$ cat src/rtl/bsn_pkg.sv
// bsn_pkg: shared widths, sideband entry, controller states and lane reversal for the BSN stream controller.
package bsn_pkg;
  localparam int DATA_WIDTH = 32;
  localparam int N_INPUTS = 8;
  localparam int LATENCY = 6;
  localparam int TAG_W = 4;
  localparam int VEC_W = DATA_WIDTH * N_INPUTS;
  typedef struct packed {
    logic v;
    logic desc;
    logic [TAG_W-1:0] tag;
  } sb_t;
  typedef enum logic {RUN = 1'b0, DRAIN = 1'b1} state_t;
  function automatic logic [VEC_W-1:0] lane_reverse(input logic [VEC_W-1:0] x);
    logic [VEC_W-1:0] r;
    for (int i = 0; i < N_INPUTS; i++)
      r[i*DATA_WIDTH +: DATA_WIDTH] = x[(N_INPUTS-1-i)*DATA_WIDTH +: DATA_WIDTH];
    return r;
  endfunction
endpackage

$ cat src/rtl/bsn_stream_ctrl_sideband.sv
// bsn_sideband_pipe: enable-gated shift register of sideband entries kept in step with the BSN stages.
module bsn_sideband_pipe
  import bsn_pkg::*;
#(
  parameter int LATENCY = bsn_pkg::LATENCY
) (
  input  logic clk,
  input  logic rst,
  input  logic en,
  input  sb_t  din,
  output sb_t  dout,
  output logic any_v
);
  sb_t sb_q [LATENCY];
  sb_t sb_d [LATENCY];
  always_comb begin
    sb_d[0] = en ? din : sb_q[0];
    for (int k = 1; k < LATENCY; k++) sb_d[k] = en ? sb_q[k-1] : sb_q[k];
    any_v = 1'b0;
    for (int k = 0; k < LATENCY; k++) any_v = any_v | sb_q[k].v;
  end
  always_ff @(posedge clk or posedge rst) begin
    if (rst) begin
      for (int k = 0; k < LATENCY; k++) sb_q[k] <= '0;
    end else begin
      sb_q <= sb_d;
    end
  end
  assign dout = sb_q[LATENCY-1];
endmodule

$ cat src/rtl/bsn_stream_ctrl.sv
// bsn_stream_ctrl: valid/ready wrapper around an external pipelined BSN with stall, sideband, flush and job counter.
// Element width, lane count and tag width come from bsn_pkg.
module bsn_stream_ctrl
  import bsn_pkg::*;
#(
  parameter int LATENCY = bsn_pkg::LATENCY
) (
  input  logic             clk,
  input  logic             rst,
  input  logic             s_valid,
  output logic             s_ready,
  input  logic [VEC_W-1:0] s_data,
  input  logic             s_desc,
  input  logic [TAG_W-1:0] s_tag,
  output logic             m_valid,
  input  logic             m_ready,
  output logic [VEC_W-1:0] m_data,
  output logic [TAG_W-1:0] m_tag,
  output logic             bsn_en,
  output logic [VEC_W-1:0] bsn_data_in,
  input  logic [VEC_W-1:0] bsn_data_out,
  input  logic             flush,
  output logic             busy,
  output logic             flush_done,
  output logic [15:0]      done_cnt
);
  state_t           state_q, state_d;
  logic             m_valid_q, m_valid_d;
  logic [VEC_W-1:0] m_data_q, m_data_d;
  logic [TAG_W-1:0] m_tag_q, m_tag_d;
  logic [15:0]      done_cnt_q, done_cnt_d;
  logic             adv, accept, any_v;
  sb_t              sb_in, sb_out;
  bsn_sideband_pipe #(.LATENCY(LATENCY)) u_sb (
    .clk(clk), .rst(rst), .en(adv), .din(sb_in), .dout(sb_out), .any_v(any_v)
  );
  // The whole pipeline stalls only when a held result is not being taken.
  always_comb begin
    adv = !m_valid_q | m_ready;
    s_ready = adv & (state_q == RUN);
    accept = s_valid & s_ready;
    sb_in = '{v: accept, desc: s_desc, tag: s_tag};
    m_valid_d = adv ? sb_out.v : m_valid_q;
    m_tag_d = adv ? sb_out.tag : m_tag_q;
    m_data_d = adv ? (sb_out.desc ? lane_reverse(bsn_data_out) : bsn_data_out) : m_data_q;
    busy = m_valid_q | any_v;
    state_d = (state_q == RUN) ? (flush ? DRAIN : RUN) : (busy ? DRAIN : RUN);
    flush_done = (state_q == DRAIN) & !busy;
    done_cnt_d = done_cnt_q + 16'(m_valid_q & m_ready);
  end
  always_ff @(posedge clk or posedge rst) begin
    if (rst) begin
      state_q <= RUN;
      m_valid_q <= 1'b0;
      m_data_q <= '0;
      m_tag_q <= '0;
      done_cnt_q <= '0;
    end else begin
      state_q <= state_d;
      m_valid_q <= m_valid_d;
      m_data_q <= m_data_d;
      m_tag_q <= m_tag_d;
      done_cnt_q <= done_cnt_d;
    end
  end
  assign bsn_en = adv;
  assign bsn_data_in = s_data;
  assign m_valid = m_valid_q;
  assign m_data = m_data_q;
  assign m_tag = m_tag_q;
  assign done_cnt = done_cnt_q;
endmodule

$ cat config.mk
export PLATFORM = sky130hd
export DESIGN_NAME = bsn_stream_ctrl
export DESIGN_NICKNAME = d
export VERILOG_FILES = /design/src/rtl/bsn_pkg.sv /design/src/rtl/bsn_stream_ctrl_sideband.sv /design/src/rtl/bsn_stream_ctrl.sv
export SDC_FILE = /design/constraint.sdc
export NUM_CORES = 1
export LEC_CHECK = 0
export BUFFER_PORTS_ARGS = -buffer_cell sky130_fd_sc_hd__buf_2
export CELL_PAD_IN_SITES_DETAIL_PLACEMENT = 0
export CELL_PAD_IN_SITES_GLOBAL_PLACEMENT = 2
export CORE_AREA = 3 3 416 418
export DETAILED_ROUTE_END_ITERATION = 10
export DIE_AREA = 0 0 419 421
export PLACE_DENSITY = 0.45
export SYNTH_ARGS = -nofsm -noshare
export SYNTH_HDL_FRONTEND = slang
export SYNTH_HIERARCHICAL = 1
export SYNTH_SLANG_ARGS = --single-unit
$ cat constraint.sdc
create_clock -name clk -period 12.9 [get_ports clk]
set_input_delay 1.935 -clock clk [delete_from_list [all_inputs] [get_ports clk]]
set_output_delay 1.935 -clock clk [all_outputs]
set_load 0.01 [all_outputs]
==> impl_metrics.csv <==
group,metric,value,unit
floorplan,dieHeight,421,µm
clocking,numCtsBuffers,47,
final_layout,final_core_util,12.4,%
power_and_ir_drop,peakVddDrop,0.0835,mV
run_status,status,"finished, final reports clean",
sta,period_minus_slack,5250,ps
power_and_ir_drop,p_leak,9.42,nW
critical_path,crit_required,10970,ps
routing,dr.pass1.iters,6,
sta,tightest_slew,995,ps
placement,place_hpwl,56400,µm
critical_path,slowest_delay,510,ps
synth,synth-simple-area-share,7.66,%
placement,place_congestion,0.717,
synth,seq_area_frac_synth,48.9,%
clocking,cts_hold_buf,0,
routing,vias,11400,
routing,route.detailed.drc,0,
final_layout,finalNonFillerCells,4055,
synth,synth-xor-area-share,0.763,%
synth,syn_area,16100,µm²
global_routing,grt_pass1_wl,99600,µm
global_routing,grt_overflow,0,
synth,yosys_warnings,6,
placement,io_buffer_count,546,
sta,relSlewSlack,33.7,%
power_and_ir_drop,cellPowerDensity,236,nW/µm²
clocking,post_cts_buffers,0,
critical_path,start_kind,"primary input",
floorplan,num_rows,151,
global_routing,grt_max_degree,111,
routing,first_iter_violations,521,
synth,async_flop_share,100,%
synth,synth_cell_types,29,
clocking,cts.reportedPaths.clkPinSlew,60,ps
synth,synthesis.instances,1542,
floorplan,die_w,419,µm
clocking,cts-resized-gates,0,
floorplan,die-area,176000,µm²
synth,yosysTopAreaCellShare,48.9,%
synth,synth_edf_count,0,
critical_path,criticalPathCategory,"primary input to primary output",
sta,hold_viol,0,
sta,setup_violations,0,
clocking,cts.htree.levels,2,
routing,antenna_left,0,
floorplan,pin_count,1059,
synth,yosys-top-cells-area,"dfrtp_1, mux2i_1, buf_4",
critical_path,end_kind,"primary output",
synth,synth.avg_cell_area,10.4,µm²
clocking,cts_tree,"yes",
sta,clock-skew-final,22.9,ps
synth,synth_top_family_by_area,"multiplexers",
placement,post-place-cells,3970,
critical_path,crit_path_cell_trace,"buf_2, nor2b_4, buf_4, inv_2, buf_4, buf_2",
final_layout,nets,2326,
sta,fmax,190,MHz
synth,synth_nets,2067,
routing,totalWireLength,71900,µm
global_routing,gr-usage-all-layers,7.92,%
final_layout,drive_above_1_share,37.3,%
critical_path,cp_num_buf_inv,5,
sta,period_share,40.7,%
global_routing,grt_pass1_vias,12100,
critical_path,crit_slowest_cell,"buf_4",
min_path,hp-class,"flip-flop to flip-flop",
routing,vias_per_cell,2.82,
clocking,cts-root-buf,"clkbuf_16",
floorplan,start_util,9.49,%
synth,ys.flop_type,"dfrtp_1",
job,cap_viol_max_count,0,
clocking,cts_num_sinks,314,
sta,fin_tns_setup,0,ps
synth,synth_fa_ha_area_share,0.233,%
clocking,clkLatencyLatePin,610,ps
global_routing,antenna_found_initial,6,
final_layout,syn_to_final_growth,30.2,%
routing,routedWlPerCell,17.7,µm
sta,slew_violations,0,
critical_path,arrival,3320,ps
sta,rsz0062_at_grt,"false",
critical_path,cp_max_fo,58,
critical_path,crit_family,"buffers and inverters",
synth,yosys_register_bits,314,
synth,synth_top_cell_by_area,"dfrtp_1",
clocking,clockBufferDepth,3,
synth,synthMuxAreaShare,19.2,%
synth,synth_compound_area_share,7.97,%
floorplan,core,169000,µm²
[state kept, by name, indices dropped and copies added, names as in the netlist]
signal,count
m_data,256
u_sb/sb_q,30
done_cnt,16
u_sb/dout,6
m_tag,4
m_valid,1
state_q,1
[per-layer routing]
| metal | vias up | track usage [%] | share of wire, % |
|---|---|---|---|
| li1 | 5457 | - | - |
| met1 | 5320 | 9.61 | 42 |
| met2 | 513 | 12.0 | 44 |
| met3 | 133 | 4.36 | 12 |
| met4 | 10 | 1.92 | 2.2 |
| met5 | - | 1.64 | 0.54 |
[through the flow]
step / hold slack (ps) / instance area [µm²] / worst slack [ps] / power (mW)
detailed placement: 456 / 19300 / 7510 / 3.68
CTS: 470 / 20900 / 7510 / 5.12
finish: 461 / 20900 / 7650 / 4.94
global placement: 458 / 19300 / 7450 / 3.67
global route: 485 / 20900 / 7440 / 5.33
floorplan: 476 / 16100 / 3300 / 2.85
[kinds of logic after synthesis]
| group | Yosys count |
|---|---|
| AO/OA/AOI/OAI | 256 |
| XOR/XNOR | 14 |
| adder cells (fa/ha/maj) | 3 |
| buffers and inverters | 359 |
| flip-flops | 314 |
| multiplexers | 292 |
| AND/OR/NAND/NOR | 304 |
[area by class of cell]
type	count	area (µm²)
fill	19400	149000
tap	2218	2780
antenna	1	2.50
sequential	314	7860
multi-input combinational	869	5760
timing repair buffer	563	2870
clock inverter	13	185
clock buffer	71	1450
inverter	6	30.0
[worst reg2reg max path, delay by kind of cell (launching register included)]
family | cells | cell delay [ps]
AOI/OAI and AO/OA | 1 | 110
buffers and inverters | 3 | 2190
DFF | 1 | 800
muxes | 1 | 460
[synthesized netlist by cell type (all sizes together) (3+ instances only)]
cell    number
nor4         3
inv          6
o21ai      256
ha           3
clkbuf      27
nor3         4
buf        326
mux2i      256
nand3        8
mux2        36
nand2      273
xor2         9
xnor2        5
nor2         8
dfrtp      314
[cell usage in the layout (no fill, tap or decap), types with 2 or more instances in the layout]
cell type	n
nor2_1	8
nand2_1	273
nor3_1	4
mux2_2	6
clkbuf_16	49
clkinv_4	4
buf_4	16
inv_1	4
clkbuf_8	14
mux2_4	30
dfrtp_1	313
xnor2_1	5
bufinv_16	4
clkinvlp_4	2
ha_1	3
o21ai_0	256
buf_2	546
clkinv_2	3
nor4_4	2
clkbuf_1	8
nand3_1	7
xor2_1	9
mux2i_1	256
[path summary, 6_finish.rpt]
kind | startpoint | to | slack (ps) | cells after the start
max reg2reg | u_sb/dout[4] | m_data[250] | 9190 | 5
min reg2reg | m_tag[2] | m_tag[2] | 460 | 2
max in group asynchronous | rst | m_data[31] | 10140 | 3
min | m_tag[2] | m_tag[2] | 460 | 2
max | m_ready | bsn_en | 7650 | 6
min in group asynchronous | rst | m_valid | 1380 | 2
[report_power, final]
group          total [mW]  switching, mW  leakage [nW]  internal [mW]
Clock                1.38          0.527         0.799          0.850
Sequential           1.71          0.279          3.73           1.43
Combinational        1.85           1.10          4.88          0.757
Total                4.94           1.90          9.42           3.04
Power figures use the tool's default switching activity.
